===== config.mk =====
export PLATFORM = sky130hd
export DESIGN_NAME = gpio_strap_ctrl
export DESIGN_NICKNAME = d
export VERILOG_FILES = /design/src/rtl/gpio_strap_pkg.sv /design/src/rtl/gpio_strap_match.sv /design/src/rtl/gpio_strap_ctrl.sv
export SDC_FILE = /design/constraint.sdc
export NUM_CORES = 1
export LEC_CHECK = 0
export ABC_AREA = 1
export BUFFER_PORTS_ARGS = -buffer_cell sky130_fd_sc_hd__buf_4
export CORE_MARGIN = 2
export CORE_UTILIZATION = 25
export DETAILED_ROUTE_END_ITERATION = 10
export RECOVER_POWER = 50
export SLEW_MARGIN = 20
export SYNTH_ARGS = -nofsm -noshare
export SYNTH_HDL_FRONTEND = slang
export SYNTH_SLANG_ARGS = --single-unit

===== constraint.sdc =====
create_clock -name PCLK -period 1.8 [get_ports PCLK]
set_input_delay 0.09 -clock PCLK [delete_from_list [all_inputs] [get_ports PCLK]]
set_output_delay 0.09 -clock PCLK [all_outputs]
set_load 0.1 [all_outputs]

===== src/rtl/gpio_strap_pkg.sv =====
// gpio_strap_pkg: shared state encoding, default parameters and counter-width helper for strap capture
package gpio_strap_pkg;

    typedef enum logic [2:0] {IDLE, DRIVE, SAMPLE, DONE, ERR} state_e;

    localparam int WIDTH_DEF  = 32;
    localparam int SETTLE_DEF = 16;
    localparam int NUM_DEF    = 4;
    localparam int GAP_DEF    = 2;
    localparam int RETRY_DEF  = 3;

    function automatic int cnt_w(input int max);
        return $clog2(max + 1);
    endfunction

endpackage


===== src/rtl/gpio_strap_match.sv =====
// gpio_strap_match: captures the reference strap value and checks later spaced samples against it
module gpio_strap_match
    import gpio_strap_pkg::*;
#(
    parameter int WIDTH       = WIDTH_DEF,
    parameter int NUM_SAMPLES = NUM_DEF,
    parameter int SAMPLE_GAP  = GAP_DEF
) (
    input  logic             PCLK,
    input  logic             clr_i,
    input  logic             sample_en_i,
    input  logic [WIDTH-1:0] gpio_i,
    output logic             match_done_o,
    output logic             mismatch_o,
    output logic [WIDTH-1:0] ref_o
);

    localparam int SW = cnt_w(NUM_SAMPLES);
    localparam int GW = SAMPLE_GAP > 0 ? cnt_w(SAMPLE_GAP) : 1;

    logic [SW-1:0]    smp_q, smp_d;
    logic [GW-1:0]    gap_q, gap_d;
    logic [WIDTH-1:0] ref_q, ref_d;
    logic             first, take, eq;

    // A sample is taken on the first SAMPLE edge and then whenever the gap counter has run out;
    // on the first sample the live pads are the reference, so a single-sample capture succeeds at once
    always_comb begin
        first        = smp_q == '0;
        take         = sample_en_i && (first || gap_q == '0);
        ref_o        = first ? gpio_i : ref_q;
        eq           = gpio_i == ref_o;
        match_done_o = take && eq && smp_q == SW'(NUM_SAMPLES - 1);
        mismatch_o   = take && !eq;
        smp_d        = smp_q;
        gap_d        = gap_q;
        ref_d        = ref_q;
        if (clr_i) begin
            smp_d = '0;
            gap_d = '0;
            ref_d = '0;
        end else if (take) begin
            smp_d = smp_q + 1'b1;
            gap_d = GW'(SAMPLE_GAP);
            ref_d = ref_o;
        end else if (sample_en_i) begin
            gap_d = gap_q - 1'b1;
        end
    end

    // Sample counters and reference register
    always_ff @(posedge PCLK) begin
        smp_q <= smp_d;
        gap_q <= gap_d;
        ref_q <= ref_d;
    end

endmodule


===== src/rtl/gpio_strap_ctrl.sv =====
// gpio_strap_ctrl: boot-strap capture sequencer (drive, settle, multi-sample agree); GPIO_STRAP_RETRY_EN enables retry on mismatch
module gpio_strap_ctrl
    import gpio_strap_pkg::*;
#(
    parameter int WIDTH         = WIDTH_DEF,
    parameter int SETTLE_CYCLES = SETTLE_DEF,
    parameter int NUM_SAMPLES   = NUM_DEF,
    parameter int SAMPLE_GAP    = GAP_DEF,
    parameter int MAX_RETRY     = RETRY_DEF
) (
    input  logic             PCLK,
    input  logic             PRESET,
    input  logic             start_req,
    input  logic [WIDTH-1:0] gpio_in,
    output logic             strap_en,
    output logic             strap_sample_valid,
    output logic [WIDTH-1:0] strap_sample_data,
    output logic             strap_done,
    output logic             strap_err,
    output logic             busy
);

    localparam int TW = cnt_w(SETTLE_CYCLES);

    if (SETTLE_CYCLES < 1 || NUM_SAMPLES < 1 || SAMPLE_GAP < 0 || MAX_RETRY < 0) begin : g_bad_params
        $error("gpio_strap_ctrl: illegal parameter combination");
    end

    state_e           state_q, state_d;
    logic [TW-1:0]    settle_q, settle_d;
    logic             valid_q, valid_d;
    logic [WIDTH-1:0] data_q, data_d;
    logic             match_done, mismatch;
    logic [WIDTH-1:0] ref_val;
`ifdef GPIO_STRAP_RETRY_EN
    localparam int RW = MAX_RETRY > 0 ? cnt_w(MAX_RETRY) : 1;
    logic [RW-1:0]    retry_q, retry_d;
`endif

    gpio_strap_match #(
        .WIDTH       (WIDTH),
        .NUM_SAMPLES (NUM_SAMPLES),
        .SAMPLE_GAP  (SAMPLE_GAP)
    ) u_match (
        .PCLK         (PCLK),
        .clr_i        (PRESET || state_q != SAMPLE),
        .sample_en_i  (state_q == SAMPLE),
        .gpio_i       (gpio_in),
        .match_done_o (match_done),
        .mismatch_o   (mismatch),
        .ref_o        (ref_val)
    );

    // Status outputs follow the state directly, so they switch on the same edge as the transition
    always_comb begin
        busy               = state_q == DRIVE || state_q == SAMPLE;
        strap_en           = busy;
        strap_done         = state_q == DONE;
        strap_err          = state_q == ERR;
        strap_sample_valid = valid_q;
        strap_sample_data  = data_q;
    end

    // Next-state logic: settle countdown, sample outcome handling and re-capture requests
    always_comb begin
        state_d  = state_q;
        settle_d = settle_q;
        valid_d  = 1'b0;
        data_d   = data_q;
`ifdef GPIO_STRAP_RETRY_EN
        retry_d  = retry_q;
`endif
        case (state_q)
            IDLE: begin
                state_d  = DRIVE;
                settle_d = TW'(SETTLE_CYCLES - 1);
            end
            DRIVE: begin
                if (settle_q == '0) state_d = SAMPLE;
                else settle_d = settle_q - 1'b1;
            end
            SAMPLE: begin
                if (match_done) begin
                    state_d = DONE;
                    valid_d = 1'b1;
                    data_d  = ref_val;
                end else if (mismatch) begin
`ifdef GPIO_STRAP_RETRY_EN
                    if (retry_q < RW'(MAX_RETRY)) begin
                        retry_d  = retry_q + 1'b1;
                        state_d  = DRIVE;
                        settle_d = TW'(SETTLE_CYCLES - 1);
                    end else begin
                        state_d = ERR;
                    end
`else
                    state_d = ERR;
`endif
                end
            end
            DONE, ERR: begin
                if (start_req) begin
                    state_d  = DRIVE;
                    settle_d = TW'(SETTLE_CYCLES - 1);
`ifdef GPIO_STRAP_RETRY_EN
                    retry_d  = '0;
`endif
                end
            end
            default: state_d = IDLE;
        endcase
    end

    // State and output registers; reset aborts any capture in progress
    always_ff @(posedge PCLK) begin
        if (PRESET) begin
            state_q  <= IDLE;
            settle_q <= '0;
            valid_q  <= 1'b0;
            data_q   <= '0;
`ifdef GPIO_STRAP_RETRY_EN
            retry_q  <= '0;
`endif
        end else begin
            state_q  <= state_d;
            settle_q <= settle_d;
            valid_q  <= valid_d;
            data_q   <= data_d;
`ifdef GPIO_STRAP_RETRY_EN
            retry_q  <= retry_d;
`endif
        end
    end

endmodule


==> flow_summary.json, run 1 <==
{
  "dpl.hpwl_um": 7546,
  "synth_nets": 660,
  "post_drt_wl_per_cell_um": 11.67,
  "grt_pass1_vias": 3559,
  "skew_ns": 0.007721,
  "hold_end": "u_match.ref_q[14]",
  "relSlewSlack": 0.6019,
  "ys_ff_latch": 78,
  "final_net_count": 750,
  "hold_viol_final": 0,
  "path_cells": "inv_2, ha_4, nand2_8, buf_12, nand3_1, nand2_1, nor2_1, nand2_1, nor2_2, nand2_2, nor2_4, nand2_8, buf_12, o21ai_1, nor2_1",
  "worstHoldPathType": "in -> reg",
  "grt_pass1_wl_um": 17850,
  "fmax_mhz": 466.0,
  "fillCellCount": 1694,
  "grt_antenna_before_repair": 0,
  "layout-drive-gt1-share": 0.2591,
  "io_buffers": 71,
  "grt_max_degree": 33,
  "min_period_ns": 2.146,
  "timing.rr.start": "u_match.smp_q[1]",
  "ys_warn_count": 0,
  "final_cells": 930,
  "fin_ws_ns": -0.3460,
  "h-tree-depth": 3,
  "die_area_um2": 17430,
  "coreArea_um2": 15940,
  "clock_latency_ns": 0.34,
  "worstPathRequired_ns": 2.03,
  "reg2reg_depth": 15,
  "worstPathArrival_ns": 2.38,
  "maxSlewViolCount": 0,
  "crit_path_end_kind": "flop",
  "syn_area_um2": 4098,
  "drt.antenna.violating_nets": 0,
  "postLayoutCellArea_um2": 5624,
  "violations": "setup timing",
  "place.gp.congestion": 0.7432,
  "path_max_fanout": 22,
  "cts_num_sinks": 78,
  "start_util": 0.2570,
  "rows": 46,
  "worstMarginPinSlew_ns": 0.5971,
  "grt_usage": 0.1266,
  "cts_tree": "built",
  "gr-total-overflow": 0,
  "placed_cells": 906,
  "die_y_um": 132.0,
  "place_area_um2": 5066,
  "ys_types": 31,
  "cts_root_buf": "clkbuf_16",
  "num_io_pins": 72,
  "status": "complete, but fails checks",
  "whs_ns": 0.1952,
  "vias": 4032,
  "critPathMaxStageDelay_ns": 0.32,
  "cts_buffers": 9,
  "drc_errors": 0,
  "setup_viol": 36,
  "vias_per_cell": 4.335,
  "ys_seq_area_frac": 0.3811,
  "worstHoldStart": "gpio_in[14]",
  "powerDensity_nw_per_um2": 1085,
  "clock_path_buffers": 2,
  "netlist_instances": 619,
  "drv_cap": 0,
  "ir_worst_vdd_uv": 468.4,
  "die_width_um": 132.0,
  "r2r_end": "strap_sample_data[15]",
  "start_kind": "flop",
  "seqCellArea_um2": 1569,
  "drt_pass1_iterations": 5,
  "finalCritPeriodShare": 1.192,
  "p_leak_uw": 0.002397,
  "area_growth_pct": 37.25,
  "rsz0062_at_grt": "yes",
  "rrSetupSlack_ns": -0.35,
  "path_clk_slew_ns": 0.06,
  "timing_worst_setup_path_type": "reg -> reg",
  "drt_iter0_drc": 237,
  "diodes": 0,
  "syn_avg_cell_area_um2": 6.620,
  "routed_wl_um": 10850,
  "slowest_stage": "dfxtp_2",
  "hold_path_depth": 5,
  "multi_input_area_um2": 2258
}
## critical path: cells and delay by family (launching register included)
family	cells	cell delay [ns]
adders and majority gates	1	0.17
AOI/OAI and AO/OA	1	0.13
DFF	1	0.32
and+or+nand+nor	10	0.99
buffers and inverters	3	0.43
## Yosys cell counts
cell type	instances	area [um^2]
a211oi_1	14	105.1
a21oi_1	27	135.1
a221oi_1	1	8.760
a31oi_1	2	12.51
buf_1	8	30.03
buf_2	3	15.01
buf_4	1	7.510
buf_6	9	101.4
clkbuf_1	11	41.29
clkbuf_2	2	10.01
clkinv_1	1	3.750
clkinv_2	1	5.000
dfxtp_1	78	1562
ha_1	6	75.07
inv_1	64	240.2
inv_2	3	11.26
nand2_1	128	480.5
nand2_2	1	6.260
nand2_4	1	11.26
nand3_1	47	235.2
nand3b_1	20	150.1
nand4_1	2	12.51
nor2_1	110	412.9
nor2_4	2	22.52
nor3_1	2	10.01
nor3_2	2	20.02
o211ai_1	1	7.510
o21ai_0	48	240.2
o21ai_1	22	110.1
o21bai_1	1	7.510
o31ai_1	1	7.510
## final cells by class
class                           instances  area share
Multi-Input combinational cell        439      0.4016
Sequential cell                        78      0.2790
Timing Repair Buffer                  112      0.1602
Inverter                               69     0.04939
Tap cell                              216     0.04805
Clock buffer                           10     0.04249
Clock inverter                          6     0.01935
## state kept, by name, indices dropped and copies added (netlist names)
signal	cells
strap_sample_data	32
strap_sample_valid	1
state_q	3
u_match.gap_q	2
u_match.ref_q	32
settle_q	5
u_match.smp_q	3
## layout by cell type, fill, tap and decap left out, types with 14 or more instances in the layout
cell type	count
dfxtp_1	74
nand3_1	43
nand3b_1	20
a211oi_1	14
nand2_1	121
o21ai_0	34
a21oi_1	26
o21ai_2	14
o21ai_1	22
buf_4	62
inv_1	60
nor2_1	99
clkbuf_2	36
## per-layer routing
layer / up-vias / routed length [um] / part of all wire / GRT usage
met1: 1768 / 5223 / 0.48 / 0.1686
li1: 2174 / - / - / -
met5: - / 0 / 0 / 0
met3: 2 / 582 / 0.054 / 0.03499
met4: 0 / 42 / 0.0039 / 0.03200
met2: 88 / 5001 / 0.46 / 0.2025
## kinds of logic after synthesis
family / Yosys count / share of synthesized area
buffers and inverters: 103 / 0.1136
AO/OA/AOI/OAI: 117 / 0.1548
AND/OR/NAND/NOR: 315 / 0.3322
adder cells (fa/ha/maj): 6 / 0.01832
flip-flops: 78 / 0.3811
## metrics by stage
step | util | TNS [ns] | setup WS, ns | power [uW]
after global placement | 0.3178 | -11.63 | -0.3862 | 3863
after detailed placement | 0.3178 | -13.03 | -0.4035 | 3862
after floorplan | - | -2.007 | -0.2649 | 3298
after CTS | 0.3535 | -11.44 | -0.3445 | 6140
after global routing | 0.3528 | -16.83 | -0.5040 | 6466
final | 0.3528 | -11.29 | -0.3460 | 6104
## worst max path at each step
stage,startpoint,end,slack [ns],cells past startpoint
2_1_floorplan,state_q[2],state_q[0],-0.26,13
3_3_place_gp,u_match.smp_q[1],strap_sample_data[15],-0.39,15
3_5_place_dp,u_match.smp_q[1],strap_sample_data[11],-0.40,15
4_1_cts,u_match.smp_q[1],strap_sample_data[15],-0.34,15
5_1_grt,u_match.smp_q[1],strap_sample_data[13],-0.50,15
6_report,u_match.smp_q[1],strap_sample_data[15],-0.35,15
## report_power, final
group / internal [uW] / total [uW] / switching [uW]
clock: 1390 / 2120 / 727
sequential: 1840 / 1940 / 97.4
combinational: 720 / 2050 / 1330
## what timing repair did
action                     in CTS  in global routing
setup endpoints to repair      39                 69
gates resized for setup        30                 25
setup buffers                   4                  0
hold endpoints to repair        4                  0
cloned                          3                  0
pin swaps                       1                  1
hold buffers                    1                  0
Note: power is estimated with default switching activity, not from simulation.
==> run 2, diff against run 1 <==
--- a/config.mk
+++ b/config.mk
@@ -7,6 +7,7 @@
 export LEC_CHECK = 0
 export ABC_AREA = 1
 export BUFFER_PORTS_ARGS = -buffer_cell sky130_fd_sc_hd__buf_4
+export CORE_ASPECT_RATIO = 1.2
 export CORE_MARGIN = 2
 export CORE_UTILIZATION = 25
 export DETAILED_ROUTE_END_ITERATION = 10
==> run 2 against run 1 <==
Effect of this change:
- the flow still finishes with violations (setup timing)
- critical path depth increased by 2
- die area about the same
- sequential share of layout area decreased by 1.1 points
- highest routed layer unchanged
- worst setup slack got worse by 0.15 ns
- power increased by 0.74%
- maximum frequency decreased by 6.5%
- clock power decreased by 11%
- via count increased by 2.5%
- clock skew about the same
==> flow_summary.json, run 2 (synthesis results as in run 1) <==
{
  "clock_path_buffers": 2,
  "skew_ns": 0.007580,
  "place.gp.congestion": 0.7369,
  "final_common_cell": "nand2_1",
  "drt_iter0_drc": 141,
  "placed_cells": 907,
  "status": "complete, but fails checks",
  "grt_pass1_vias": 3926,
  "cts_buffers": 9,
  "crit_path_end_kind": "flop",
  "die_area_um2": 17430,
  "timing_worst_setup_path_type": "reg -> reg",
  "grt_antenna_before_repair": 0,
  "area_growth_pct": 43.24,
  "worstMarginPinSlew_ns": 0.5533,
  "path_clk_slew_ns": 0.06,
  "preCtsSetupSlack_ns": -0.4740,
  "vias": 4133,
  "relSlewSlack": 0.6327,
  "drt_pass1_iterations": 4,
  "worstHoldPathType": "in -> reg",
  "rsz0062_at_grt": "yes",
  "final_cells": 946,
  "rows": 51,
  "coreArea_um2": 16140,
  "fin_ws_ns": -0.4957,
  "dpl.hpwl_um": 7588,
  "p_leak_uw": 0.002509,
  "drv_cap": 0,
  "io_buffers": 71,
  "setup_viol": 43,
  "fillCellCount": 1684,
  "vias_per_cell": 4.369,
  "powerDensity_nw_per_um2": 1048,
  "grt_pass1_wl_um": 18770,
  "num_io_pins": 72,
  "clock_latency_ns": 0.34,
  "cts_num_sinks": 78,
  "postLayoutCellArea_um2": 5869,
  "place_area_um2": 5086,
  "hold_viol_final": 0,
  "grt_use_met3": 0.03312,
  "min_period_ns": 2.296,
  "use_met2": 0.2339,
  "fmax_mhz": 435.6,
  "drt.antenna.violating_nets": 0,
  "grt_usage": 0.1373,
  "violations": "setup timing",
  "gr-max-usage-layer": "met2",
  "post_drt_wl_per_cell_um": 12.47,
  "maxSlewViolCount": 0,
  "cts_root_buf": "clkbuf_16",
  "layout-drive-gt1-share": 0.2752,
  "path_max_fanout": 8,
  "drc_errors": 0,
  "worstPathArrival_ns": 2.58,
  "worstPathRequired_ns": 2.08,
  "die_width_um": 120.9,
  "final_net_count": 770,
  "met1_usage": 0.1655,
  "final_cell_mix": "121 x nand2_1, 103 x nor2_1, 84 x buf_4",
  "diodes": 0,
  "routed_wl_um": 11800,
  "start_util": 0.2538,
  "grt_max_degree": 39,
  "ir_worst_vdd_uv": 420.9,
  "die_y_um": 144.2,
  "start_kind": "flop",
  "finalCritPeriodShare": 1.275,
  "gr-total-overflow": 0,
  "h-tree-depth": 3,
  "cts_tree": "built"
}
[run 2: cell type report]
type,count,area [um^2],area share
well taps,212,265.3,0.04519
clock buffers,11,252.7,0.04306
flip-flops and latches,78,1570,0.2675
repair inverters,2,25.02,0.004263
clock inverters,5,57.56,0.009806
repair buffers,129,1129,0.1923
inverters,69,277.8,0.04732
multi-input cells,440,2292,0.3905
[run 2: per-layer routing]
| layer | wire length (um) | vias up |
|---|---|---|
| li1 | - | 2234 |
| met1 | 5261 | 1813 |
| met2 | 5784 | 72 |
| met3 | 549 | 14 |
| met4 | 206 | 0 |
| met5 | 0 | - |
[run 2: power by group]
group,total [uW],leakage (uW),switching [uW],internal [uW]
combinational,2330,0.00173,1440,885
sequential,1940,0.000633,98.9,1840
clock,1880,0.000144,733,1150
[run 2: per-stage QoR]
stage                       util  TNS [ns]  hold WS (ns)  power (uW)
after floorplan                -    -2.007        0.1591        3298
after global placement    0.3150    -14.42        0.3034        3880
after detailed placement  0.3150    -15.98        0.3050        3890
after CTS                 0.3528    -14.27        0.1966        6007
after global routing      0.3636    -24.59        0.2434        6527
final                     0.3636    -16.31        0.2081        6149
[run 2: final timing paths]
kind,startpoint,end,slack (ns),cells past startpoint
max reg2reg,u_match.smp_q[1],strap_sample_data[19],-0.50,17
min,gpio_in[30],u_match.ref_q[30],0.21,5
min reg2reg,u_match.gap_q[0],u_match.gap_q[0],0.42,1
max,u_match.smp_q[1],strap_sample_data[19],-0.50,17
[run 2: critical path, stage by stage (launching register included)]
cell,delay [ns]
dfxtp_2,0.32
inv_2,0.07
ha_4,0.17
nand2_8,0.09
buf_12,0.16
clkbuf_16,0.15
nand3_2,0.05
nand2_1,0.06
nor2_1,0.09
nand2_1,0.05
nor2_1,0.10
nand2_1,0.12
nor2_4,0.21
buf_6,0.15
nand2_8,0.10
inv_6,0.17
nor2_1,0.05
nor2_1,0.10
[run 2: repair_timing]
item,CTS,global route
endpoints found under the hold margin,4,0
setup buffers,8,5
gates resized for setup,37,27
gates cloned,5,4
endpoints found under the setup margin,39,74
pin swaps,10,16
hold buffers,1,0
==> run 3, diff against run 2 <==
--- a/config.mk
+++ b/config.mk
@@ -7,9 +7,9 @@
 export LEC_CHECK = 0
 export ABC_AREA = 1
 export BUFFER_PORTS_ARGS = -buffer_cell sky130_fd_sc_hd__buf_4
-export CORE_ASPECT_RATIO = 1.2
+export CORE_ASPECT_RATIO = 1.1
 export CORE_MARGIN = 2
-export CORE_UTILIZATION = 25
+export CORE_UTILIZATION = 41
 export DETAILED_ROUTE_END_ITERATION = 10
 export RECOVER_POWER = 50
 export SLEW_MARGIN = 20
==> run 3 against run 2 <==
Effect of this change:
- the flow still finishes with violations (setup timing)
- maximum frequency rose by 6.0%
- flip-flop and latch count is the same
- wire length down 11%
- core utilization rose by 18 points
- largest cell class unchanged
- highest routed layer unchanged
==> flow_summary.json, run 3 (synthesis results as in run 1) <==
{
  "layout-drive-gt1-share": 0.2465,
  "path_clk_slew_ns": 0.09,
  "final_common_cell": "nand2_1",
  "relSlewSlack": 0.6399,
  "post_drt_wl_per_cell_um": 12.64,
  "powerDensity_nw_per_um2": 987.3,
  "ir_worst_vdd_uv": 622.2,
  "routed_wl_um": 10490,
  "place_area_um2": 4913,
  "worstPathRequired_ns": 2.05,
  "worstMarginPinSlew_ns": 0.5425,
  "vias": 4207,
  "die_area_um2": 10810,
  "p_leak_uw": 0.002320,
  "drc_errors": 0,
  "area_growth_pct": 30.26,
  "coreArea_um2": 9794,
  "fillCellCount": 979,
  "place.gp.congestion": 0.7688,
  "die_width_um": 99.32,
  "finish.utilization": 0.5450,
  "seqCellArea_um2": 1569,
  "clock_path_buffers": 2,
  "grt_max_degree": 43,
  "grt_pass1_wl_um": 17400,
  "maxSlewViolCount": 0,
  "gr-total-overflow": 0,
  "skew_ns": 0.01115,
  "whs_ns": 0.1757,
  "multi_input_area_um2": 2245,
  "path_cells": "inv_2, ha_4, nand2_8, buf_12, nand3b_1, nand2_1, nor2_1, nand2_1, nor2_1, nand2_1, nor2_4, nand2_8, clkbuf_16, o21ai_2, nor2_1",
  "dpl.hpwl_um": 7062,
  "placed_cells": 804,
  "pwr-share-seq": 0.368,
  "min_period_ns": 2.166,
  "cts_root_buf": "clkbuf_8",
  "hold_viol_final": 0,
  "h-tree-depth": 3,
  "crit_family": "simple AND/OR/NAND/NOR gates",
  "io_buffers": 71,
  "critical_path.startpoint": "u_match.smp_q[1]",
  "timing.rr.start": "u_match.smp_q[1]",
  "start_kind": "flop",
  "switching_share": 0.3980,
  "cts_tree": "built",
  "slowest_stage": "dfxtp_2",
  "timing_worst_setup_path_type": "reg -> reg",
  "drt_iter0_drc": 181,
  "worstHoldStart": "gpio_in[14]",
  "p_switching_uw": 2097,
  "setup_viol": 37,
  "final_cells": 830,
  "critPathMaxStageDelay_ns": 0.33,
  "internal-power_uw": 3172,
  "cts_buffers": 9,
  "rrSetupSlack_ns": -0.37,
  "comb_power_share": 0.380,
  "status": "complete, but fails checks",
  "clkPwrFrac": 0.252,
  "violations": "setup timing",
  "worstPathArrival_ns": 2.42,
  "clock_latency_ns": 0.36,
  "critical_path_buf_inv_count": 3,
  "diodes": 0,
  "final_cell_mix": "124 x nand2_1, 105 x nor2_1, 74 x dfxtp_1",
  "grt_pass1_vias": 3913,
  "drt_pass1_iterations": 4,
  "rsz0062_at_grt": "yes",
  "grt_usage": 0.1982,
  "drt.antenna.violating_nets": 0,
  "drv_cap": 0,
  "fin_ws_ns": -0.3656,
  "cts_num_sinks": 78,
  "postLayoutCellArea_um2": 5338,
  "final_net_count": 746,
  "vias_per_cell": 5.069,
  "crit_path_end_kind": "flop",
  "worstHoldPathType": "in -> reg",
  "die_y_um": 108.9,
  "path_max_fanout": 16,
  "num_io_pins": 72,
  "rows": 38,
  "grt_antenna_before_repair": 0,
  "fmax_mhz": 461.8,
  "finalCritPeriodShare": 1.203,
  "start_util": 0.4184
}
-- run 3: cell types whose count changed in the layout (fill, tap and decap cells not counted), moves of 3 or more --
cell       delta
nand2_1       +3
clkbuf_8      +7
buf_4        -16
clkbuf_2      +7
buf_6         -9
nand3_1       +9
clkbuf_16    -11
nand3_2       -8
o21ai_2      +15
o21ai_1      -15
-- run 3: path summary, 6_finish.rpt --
path / cells after the start / to
setup reg to reg: 15 / strap_sample_data[24]
setup / recovery: 15 / strap_sample_data[24]
hold / removal: 5 / u_match.ref_q[14]
hold reg to reg: 1 / u_match.gap_q[0]
-- run 3: per-stage QoR --
stage	setup slack [ns]	power (uW)	setup TNS [ns]
2_1_floorplan	-0.2649	3298	-2.007
3_3_place_gp	-0.3336	3789	-10.82
3_5_place_dp	-0.3906	3813	-12.89
4_1_cts	-0.3463	5206	-11.09
5_1_grt	-0.5303	5575	-18.46
6_report	-0.3656	5270	-11.60
-- run 3: final cells by class --
class / count / share of cell area
inverters: 69 / 0.05204
repair buffers: 109 / 0.1695
clock inverters: 5 / 0.01125
well taps: 120 / 0.02813
multi-input cells: 438 / 0.4205
flip-flops and latches: 78 / 0.2940
clock buffers: 11 / 0.02461
-- run 3: worst register-to-register path, stage by stage (launching register included) --
cell and delay, ns:
dfxtp_2 0.33, inv_2 0.07, ha_4 0.16, nand2_8 0.10
buf_12 0.16, nand3b_1 0.08, nand2_1 0.06, nor2_1 0.11
nand2_1 0.07, nor2_1 0.12, nand2_1 0.11, nor2_4 0.18
nand2_8 0.13, clkbuf_16 0.21, o21ai_2 0.12, nor2_1 0.05
-- run 3: routing by layer --
metal | global-route usage | up-vias | routed length (um)
met5 | 0 | - | 0
met4 | 0.06360 | 0 | 119
met3 | 0.03333 | 14 | 567
met2 | 0.3547 | 104 | 5056
met1 | 0.2423 | 1915 | 4745
li1 | - | 2174 | -
-- run 3: power by group through the flow --
stage / logic, uW / registers (uW) / clock network [uW]
6_report: 2000 / 1940 / 1330
5_1_grt: 2200 / 1960 / 1420
4_1_cts: 1930 / 1930 / 1350
3_5_place_dp: 1840 / 1970 / 0
3_3_place_gp: 1820 / 1970 / 0
2_1_floorplan: 1340 / 1950 / 0
-- run 3: what timing repair did --
action | CTS | global route
endpoints found under the setup margin | 37 | 54
gates cloned | 2 | 1
resized for setup | 17 | 27
setup buffers | 5 | 1
pin swaps | 3 | 2
hold endpoints to repair | 4 | 0
hold buffers | 1 | 0
